$ cat src/rtl/mem_access_unit_if.sv
// Data-cache request/response bus between the memory stage and the D-cache.
interface mem_access_unit_if #(
  parameter int DATA_WIDTH = 64,
  parameter int ADDR_WIDTH = 64
);
  logic                    dc_req_valid;
  logic                    dc_req_ready;
  logic [ADDR_WIDTH-1:0]   dc_addr;
  logic                    dc_we;
  logic [DATA_WIDTH-1:0]   dc_wdata;
  logic [DATA_WIDTH/8-1:0] dc_byte_en;
  logic                    dc_resp_valid;
  logic [DATA_WIDTH-1:0]   dc_rdata;

  modport master (
    output dc_req_valid, dc_addr, dc_we, dc_wdata, dc_byte_en,
    input  dc_req_ready, dc_resp_valid, dc_rdata
  );
  modport slave (
    input  dc_req_valid, dc_addr, dc_we, dc_wdata, dc_byte_en,
    output dc_req_ready, dc_resp_valid, dc_rdata
  );
endinterface

$ cat src/rtl/mem_access_unit.sv
// Memory stage: one D-cache transaction per load/store, stalling the pipeline until done.
module mem_access_unit #(
  parameter int DATA_WIDTH = 64,
  parameter int ADDR_WIDTH = 64
) (
  input  logic                  i_clk,
  input  logic                  i_arst,
  input  logic                  i_mem_access,
  input  logic                  i_mem_we,
  input  logic [2:0]            i_func3,
  input  logic [ADDR_WIDTH-1:0] i_alu_result,
  input  logic [DATA_WIDTH-1:0] i_write_data,
  output logic                  o_stall_mem,
  output logic                  o_misaligned,
  output logic [DATA_WIDTH-1:0] o_read_data,
  mem_access_unit_if.master     dc
);
  typedef enum logic [1:0] {S_IDLE, S_REQ, S_WAIT, S_DONE} state_t;

  state_t                  state, state_n;
  logic                    aligned, accept;
  logic [7:0]              size_mask;
  logic [ADDR_WIDTH-1:0]   addr_q;
  logic                    we_q;
  logic [DATA_WIDTH-1:0]   wdata_q;
  logic [7:0]              be_q;
  logic [2:0]              func3_q;
  logic [2:0]              off_q;
  logic [DATA_WIDTH-1:0]   shifted, ext;

  always_comb begin
    aligned   = 1'b1;
    size_mask = 8'h01;
    case (i_func3[1:0])
      2'b00: begin aligned = 1'b1;                      size_mask = 8'h01; end
      2'b01: begin aligned = ~i_alu_result[0];          size_mask = 8'h03; end
      2'b10: begin aligned = (i_alu_result[1:0] == 2'b0); size_mask = 8'h0F; end
      default: begin aligned = (i_alu_result[2:0] == 3'b0); size_mask = 8'hFF; end
    endcase
    if (i_func3 == 3'b111) aligned = 1'b0;
  end

  always_comb begin
    state_n      = state;
    o_stall_mem  = 1'b0;
    o_misaligned = 1'b0;
    accept       = 1'b0;
    case (state)
      S_IDLE: begin
        if (i_mem_access) begin
          if (aligned) begin
            accept      = 1'b1;
            o_stall_mem = 1'b1;
            state_n     = S_REQ;
          end else begin
            o_misaligned = 1'b1;
          end
        end
      end
      S_REQ: begin
        o_stall_mem = 1'b1;
        if (dc.dc_req_ready) state_n = S_WAIT;
      end
      S_WAIT: begin
        o_stall_mem = 1'b1;
        if (dc.dc_resp_valid) state_n = S_DONE;
      end
      S_DONE:  state_n = S_IDLE;
      default: state_n = S_IDLE;
    endcase
  end

  always_ff @(posedge i_clk or posedge i_arst) begin
    if (i_arst) state <= S_IDLE;
    else        state <= state_n;
  end

  // Bring the addressed lane down to bit 0, then extend per size/sign
  always_comb begin
    shifted = dc.dc_rdata >> {off_q, 3'b000};
    case (func3_q)
      3'b000:  ext = {{(DATA_WIDTH-8){shifted[7]}},   shifted[7:0]};
      3'b001:  ext = {{(DATA_WIDTH-16){shifted[15]}}, shifted[15:0]};
      3'b010:  ext = {{(DATA_WIDTH-32){shifted[31]}}, shifted[31:0]};
      3'b100:  ext = {{(DATA_WIDTH-8){1'b0}},         shifted[7:0]};
      3'b101:  ext = {{(DATA_WIDTH-16){1'b0}},        shifted[15:0]};
      3'b110:  ext = {{(DATA_WIDTH-32){1'b0}},        shifted[31:0]};
      default: ext = shifted;
    endcase
  end

  always_ff @(posedge i_clk or posedge i_arst) begin
    if (i_arst) begin
      addr_q      <= '0;
      we_q        <= 1'b0;
      wdata_q     <= '0;
      be_q        <= '0;
      func3_q     <= '0;
      off_q       <= '0;
      o_read_data <= '0;
    end else begin
      if (accept) begin
        addr_q  <= {i_alu_result[ADDR_WIDTH-1:3], 3'b000};
        we_q    <= i_mem_we;
        wdata_q <= i_write_data << {i_alu_result[2:0], 3'b000};
        be_q    <= size_mask << i_alu_result[2:0];
        func3_q <= i_func3;
        off_q   <= i_alu_result[2:0];
      end
      if (state == S_WAIT && dc.dc_resp_valid && !we_q) o_read_data <= ext;
    end
  end

  assign dc.dc_req_valid = (state == S_REQ);
  assign dc.dc_addr      = addr_q;
  assign dc.dc_we        = we_q;
  assign dc.dc_wdata     = wdata_q;
  assign dc.dc_byte_en   = be_q;
endmodule

$ cat src/flat_wrapper.sv
// flat-port wrapper written by rule: the top's interface ports become plain ports
module mem_access_unit_flat 
#(
  parameter int DATA_WIDTH = 64,
  parameter int ADDR_WIDTH = 64
)
  (i_clk, i_arst, i_mem_access, i_mem_we, i_func3, i_alu_result, i_write_data, o_stall_mem, o_misaligned, o_read_data, dc_dc_req_valid, dc_dc_addr, dc_dc_we, dc_dc_wdata, dc_dc_byte_en, dc_dc_req_ready, dc_dc_resp_valid, dc_dc_rdata);
  mem_access_unit_if #(.DATA_WIDTH(DATA_WIDTH), .ADDR_WIDTH(ADDR_WIDTH)) dc_i ();
  input  logic i_clk;
  input  logic i_arst;
  input  logic i_mem_access;
  input  logic i_mem_we;
  input  logic [2:0] i_func3;
  input  logic [ADDR_WIDTH-1:0] i_alu_result;
  input  logic [DATA_WIDTH-1:0] i_write_data;
  output logic o_stall_mem;
  output logic o_misaligned;
  output logic [DATA_WIDTH-1:0] o_read_data;
  output wire logic [$bits(dc_i.dc_req_valid)-1:0] dc_dc_req_valid;
  output wire logic [$bits(dc_i.dc_addr)-1:0] dc_dc_addr;
  output wire logic [$bits(dc_i.dc_we)-1:0] dc_dc_we;
  output wire logic [$bits(dc_i.dc_wdata)-1:0] dc_dc_wdata;
  output wire logic [$bits(dc_i.dc_byte_en)-1:0] dc_dc_byte_en;
  input wire logic [$bits(dc_i.dc_req_ready)-1:0] dc_dc_req_ready;
  input wire logic [$bits(dc_i.dc_resp_valid)-1:0] dc_dc_resp_valid;
  input wire logic [$bits(dc_i.dc_rdata)-1:0] dc_dc_rdata;
  assign dc_dc_req_valid = dc_i.dc_req_valid;
  assign dc_dc_addr = dc_i.dc_addr;
  assign dc_dc_we = dc_i.dc_we;
  assign dc_dc_wdata = dc_i.dc_wdata;
  assign dc_dc_byte_en = dc_i.dc_byte_en;
  assign dc_i.dc_req_ready = dc_dc_req_ready;
  assign dc_i.dc_resp_valid = dc_dc_resp_valid;
  assign dc_i.dc_rdata = dc_dc_rdata;
  mem_access_unit #(.DATA_WIDTH(DATA_WIDTH), .ADDR_WIDTH(ADDR_WIDTH)) u_core (.i_clk(i_clk), .i_arst(i_arst), .i_mem_access(i_mem_access), .i_mem_we(i_mem_we), .i_func3(i_func3), .i_alu_result(i_alu_result), .i_write_data(i_write_data), .o_stall_mem(o_stall_mem), .o_misaligned(o_misaligned), .o_read_data(o_read_data), .dc(dc_i));
endmodule
$ cat config.mk
export PLATFORM = sky130hd
export DESIGN_NAME = mem_access_unit_flat
export DESIGN_NICKNAME = d
export VERILOG_FILES = /design/src/rtl/mem_access_unit_if.sv /design/src/rtl/mem_access_unit.sv /design/src/flat_wrapper.sv
export SDC_FILE = /design/constraint.sdc
export NUM_CORES = 1
export LEC_CHECK = 0
export CORE_MARGIN = 2
export CORE_UTILIZATION = 41
export CTS_CLUSTER_SIZE = 16
export DETAILED_ROUTE_END_ITERATION = 6
export PLACE_DENSITY_LB_ADDON = 0.05
export SLEW_MARGIN = 20
export SYNTH_ARGS = -nofsm -noshare
export SYNTH_HDL_FRONTEND = slang
export SYNTH_SLANG_ARGS = --single-unit
$ cat constraint.sdc
create_clock -name i_clk -period 7.9 [get_ports i_clk]
set_clock_uncertainty 0.1 [all_clocks]
set_input_delay 1.975 -clock i_clk [delete_from_list [all_inputs] [get_ports i_clk]]
set_output_delay 1.975 -clock i_clk [all_outputs]
set_load 0.01 [all_outputs]
== Yosys cells after proc, flatten, opt, wreduce, memory -nomap -nowiden ==
Index checks and enable logic that the tools add are counted.
Word-level totals
  register bits after elaboration: 206
  bits in latches: 0
  bits in writable memories: 0
  ROM bits: 0
  input bits: 201
  output and inout port bits: 204
  word-level logic and storage cells: 53
  memories: 0
Cells by class
  $add $sub $neg: 0
  multiply operators: 0
  div/mod/pow operators: 0
  $lt $le $gt $ge: 0
  equal/unequal tests: 15
  shifts and indexed selects: 3
  multiplexer cells: 16
  bitwise logic cells: 1
  reduce and logical (&&, ||, !) cells: 10
Operators by type and width (number)
  $pmux W64 S6: 1
  $shl A64 B6 Y64: 1
  $shr A64 B6 Y64: 1
  $pmux W8 S3: 1
  $eq A3 B3 Y1 const B: 4
  $mux W2: 4
  $pmux W2 S4: 1
  $shl A8 B3 Y8: 1
  $mux W1: 7
  $eq A2 B2 Y1 const B: 3
  $logic_not A2 Y1: 3
  $logic_not A3 Y1: 2
  $eq A2 B1 Y1 const B: 2
  $ne A2 B1 Y1 const B: 2
  $ne A2 B2 Y1 const B: 2
  $reduce_and A4 Y1: 1
  $eq A3 B1 Y1 const B: 1
  $eq A3 B2 Y1 const B: 1
  $pmux W1 S3: 1
  $logic_and A1 B1 Y1: 2
  $pmux W1 S2: 1
  $reduce_or A2 Y1: 1
  $logic_not A1 Y1: 1
  $not A1 Y1: 1

== Longest topological paths before layout ==
  depth in word-level cells: 6
  gate-level depth with buffers: 8
  depth with buffers taken out: 7

== Worst setup path after synthesis ==
No wires, ideal clock.
  path type: input -> output
  start: input i_func3[0]
  end: output o_stall_mem
  data arrival time: 3.147 ns
  required time: 5.825 ns
  path slack: 2.678 ns
  cell stages on the path: 7
  cell sequence: buf_2 nand2_1 o211a_1 nand3_1 clkbuf_1 buf_2 a21oi_1
On the way
  longest elaborated chain between the ends: 6
  elaborated cells between the ends (all ways): 9
  classes of those cells: 3 x eq/ne; 5 x mux; 1 x reduce/logical
Ends and longest elaborated chain
  start: declaration: RTL line flat_wrapper.sv:13  | input logic [2:0] i_func3;
  $eq A2 B2 Y1, or another cell as far along: RTL line mem_access_unit.sv:34  | case (i_func3[1:0])
  $pmux W1 S3: RTL line mem_access_unit.sv:34
  $mux W1 (*): RTL line mem_access_unit.sv:40  | if (i_func3 == 3'b111) aligned = 1'b0;
  $mux W1 (*): RTL line mem_access_unit.sv:51  | if (aligned) begin
  $mux W1 (*): RTL line mem_access_unit.sv:50  | if (i_mem_access) begin
  $pmux W1 S2 (*): RTL line mem_access_unit.sv:48  | case (state)
  end: declaration: RTL line flat_wrapper.sv:16  | output logic o_stall_mem;
Mark *: on every way between the ends. The rest lies on a longest branch, timed or not.

== Worst setup path after layout ==
  start: input i_func3[1]
  end: output o_stall_mem
The elaborated chain is that of the path after synthesis.

==> results_dict.tcl <==
set metrics [dict create \
    cellPowerDensity_nw_per_um2 371.2 \
    power.leakage_uw 0.006681 \
    min_to "u_core.dc.dc_wdata[27]$_DFFE_PP0P_" \
    cts_buffers 25 \
    fin_util 0.6003 \
    fin_setup_tns_ns 0 \
    arrival_ns 4.42 \
    outcome "finished clean" \
    cts-root-buf "clkbuf_16" \
    grt_max_degree 99 \
    hp-start "u_core.dc.dc_wdata[27]$_DFFE_PP0P_" \
    die_width_um 170.5 \
    layout-drive-gt1-share 0.1296 \
    ys_ff_latch 206 \
    synth_top_cell_by_area "dfrtp_1" \
    clkTransAtPathRegs_ns 0.05 \
    synth_cells 1127 \
    rr_startpoint "u_core.state[0]$_DFFE_PP0P_" \
    grt.total_usage 0.2594 \
    max_freq_ghz 0.1541 \
    final_cell_mix "clkdlybuf4s50_1 (398), dfrtp_1 (204), nand2_1 (148), mux2_2 (102), nor2_1 (97)" \
    grt_pass1_wl_um 58120 \
    crit_type "in -> out" \
    viasPerCell 5.397 \
    setup_violations 0 \
    drt-initial-drc-count 623 \
    cp-end-kind "primary output" \
    cts_max_level 1 \
    antenna_found_initial 2 \
    start_util 0.4195 \
    gp_congestion 0.9184 \
    avgSynthCellArea_um2 10.09 \
    rsz0062_at_grt "false" \
    max_cap_viol_count 0 \
    slowest_stage "clkdlybuf4s50_1" \
    synth_area_um2 11370 \
    cts_setup_buffers 0 \
    cp_cell_sequence "clkdlybuf4s50_1 -> o21ai_1 -> o211a_1 -> nand3_4 -> a21oi_1 -> clkdlybuf4s50_1" \
    post-route-min-period_ns 6.490 \
    nets 1679 \
    worstPathMaxFanout 57 \
    r2r_cells 6 \
    synth_top_area_share 0.4534 \
    routed-via-count 10050 \
    postCtsHoldBufs 0 \
    wire_per_inst_um 20.93 \
    drt-total-wl_um 39000 \
    met3_usage 0.06084 \
    min_path_cells 1 \
    drc_errors 0 \
    r2r_end "u_core.dc.dc_addr[24]$_DFFE_PP0P_" \
    io_pins 405 \
    gr-total-overflow 0 \
    core-area_um2 27100 \
    tightest_slew_ns 1.097 \
    fill_cells 2402 \
    vdd_ir_drop_max_v 0.0002401 \
    synth_area_leaders "dfrtp_1 (45%), mux2_2 (10%), mux2i_1 (8.4%), nand2_1 (4.9%), nor2_1 (3.3%)" \
    antenna_left 0 \
    yosys_warnings 0 \
    layout_commonest_cell "clkdlybuf4s50_1" \
    cp.required_ns 5.83 \
    die_h_um 170.5 \
    clkSinkCount 206 \
    met2_usage 0.4473 \
    globalRouteMet1Util 0.3108 \
    clock_path_buffers 3 \
    tritoncts "yes" \
    max_stage_delay_ns 0.61 \
    max_slew_margin 0.2631 \
    seqCellArea_um2 5157 \
    ys_types 54 \
    synth_edf_count 0 \
    multi_input_area_um2 5698 \
    port_buffers 401 \
    async_reset_ff_frac 1.000 \
    insertion_delay_ns 0.51 \
    yosysSeqAreaShare 0.4534 \
    fin_crit_sh 0.8216 \
    first_pass_iters 5 \
    syn2layout_area_growth_pct 43.09 \
    hold_viol 0 \
    slew_violations 0 \
    hold_class "reg -> reg" \
    crit_top_cell "clkdlybuf4s50_1" \
    hpwl_um 28600 \
    regToRegSetupSlack_ns 4.47 \
    critPathLaunchType "input port" \
    busiest_layer "met2" \
    cts_resized 0 \
    synthFlopType "dfrtp_1" \
    design.die.area_um2 29080 \
    first_global_vias 9991 \
    num_rows 60 \
]
==> layout make-up <==
type	instances	area share
Multi-Input combinational cell	813	0.3502
Sequential cell	206	0.3170
Timing Repair Buffer	417	0.2533
Clock buffer	38	0.04453
Tap cell	372	0.02861
Clock inverter	5	0.003230
Inverter	10	0.002769
Antenna cell	2	0.0003076
==> critical path: cells and delay by family <==
family	cells	cell delay, ns
AOI/OAI and AO/OA	3	0.78
and+or+nand+nor	1	0.47
buffers and inverters	2	1.18
==> logic make-up after synthesis <==
| group | Yosys count | synth area share |
|---|---|---|
| AO/OA/AOI/OAI | 282 | 0.1579 |
| adder cells (fa/ha/maj) | 5 | 0.005502 |
| buffers and inverters | 110 | 0.04809 |
| flip-flops | 206 | 0.4534 |
| multiplexers | 213 | 0.2157 |
| other | 1 | 0.0003298 |
| AND/OR/NAND/NOR | 310 | 0.1191 |
==> where the power goes <==
part           total [µW]  internal (µW)  leakage, µW  switching [µW]
clock network        1100            659     0.000379             443
logic                3020           1590      0.00379            1430
registers            1910           1570      0.00251             348
==> through the flow <==
stage          instance area [µm²]  std cells  power [µW]  hold slack [ns]  worst slack (ns)
6_report                     16270       1863        6039           0.3739             1.410
2_1_floorplan                11380       1129        3450           0.4140            0.2009
3_5_place_dp                 15480       1818        4964           0.3687             1.403
5_1_grt                      16270       1862        6396           0.4035             1.208
3_3_place_gp                 15480       1818        4923           0.3618             1.494
4_1_cts                      16260       1861        6094           0.3792             1.406
==> layer usage <==
layer  wire length (µm)  up-vias
li1                   -     4731
met1              15130     4894
met2              19370      355
met3               2836       74
met4               1662        0
met5                  0        -
==> synth_stat cells, types with 2 or more instances <==
cell type,count
o22ai_1,2
dfrtp_1,206
nor3_1,7
buf_2,41
buf_4,8
a21oi_1,67
o21a_1,2
nor2_1,99
or2b_1,2
buf_6,7
o2bb2ai_1,6
a2111oi_0,2
mux2i_1,95
mux2_2,102
a21o_1,8
mux4_2,15
o32a_1,2
inv_1,10
nor3b_1,6
nor2b_1,26
a211oi_1,29
or2_2,3
ha_1,5
and2b_2,2
a31oi_1,49
nand2_1,148
a211oi_2,2
o21ai_0,65
o22a_1,10
nand2b_1,6
clkbuf_1,40
a32oi_1,7
nand3_1,5
o31ai_1,20
buf_1,4
==> registers in the layout (all words and copies together), names as in the netlist <==
signal,flops
u_core.state,2
u_core.dc.dc_byte_en,8
u_core.off_q,3
u_core.dc.dc_wdata,64
u_core.o_read_data,64
u_core.dc.dc_addr,61
u_core.func3_q,3
u_core.dc.dc_we,1
==> worst max path at each step <==
stage	startpoint	endpoint	slack, ns	cells after the start
after floorplan	i_arst	u_core.dc.dc_addr[10]$_DFFE_PP0P_	0.20	1
after CTS	i_func3[1]	o_stall_mem	1.41	6
after global placement	i_func3[1]	o_stall_mem	1.49	6
final	i_func3[1]	o_stall_mem	1.41	6
after global routing	i_func3[1]	o_stall_mem	1.21	6
after detailed placement	i_func3[1]	o_stall_mem	1.40	6
Note: power is estimated with default switching activity, not from simulation.
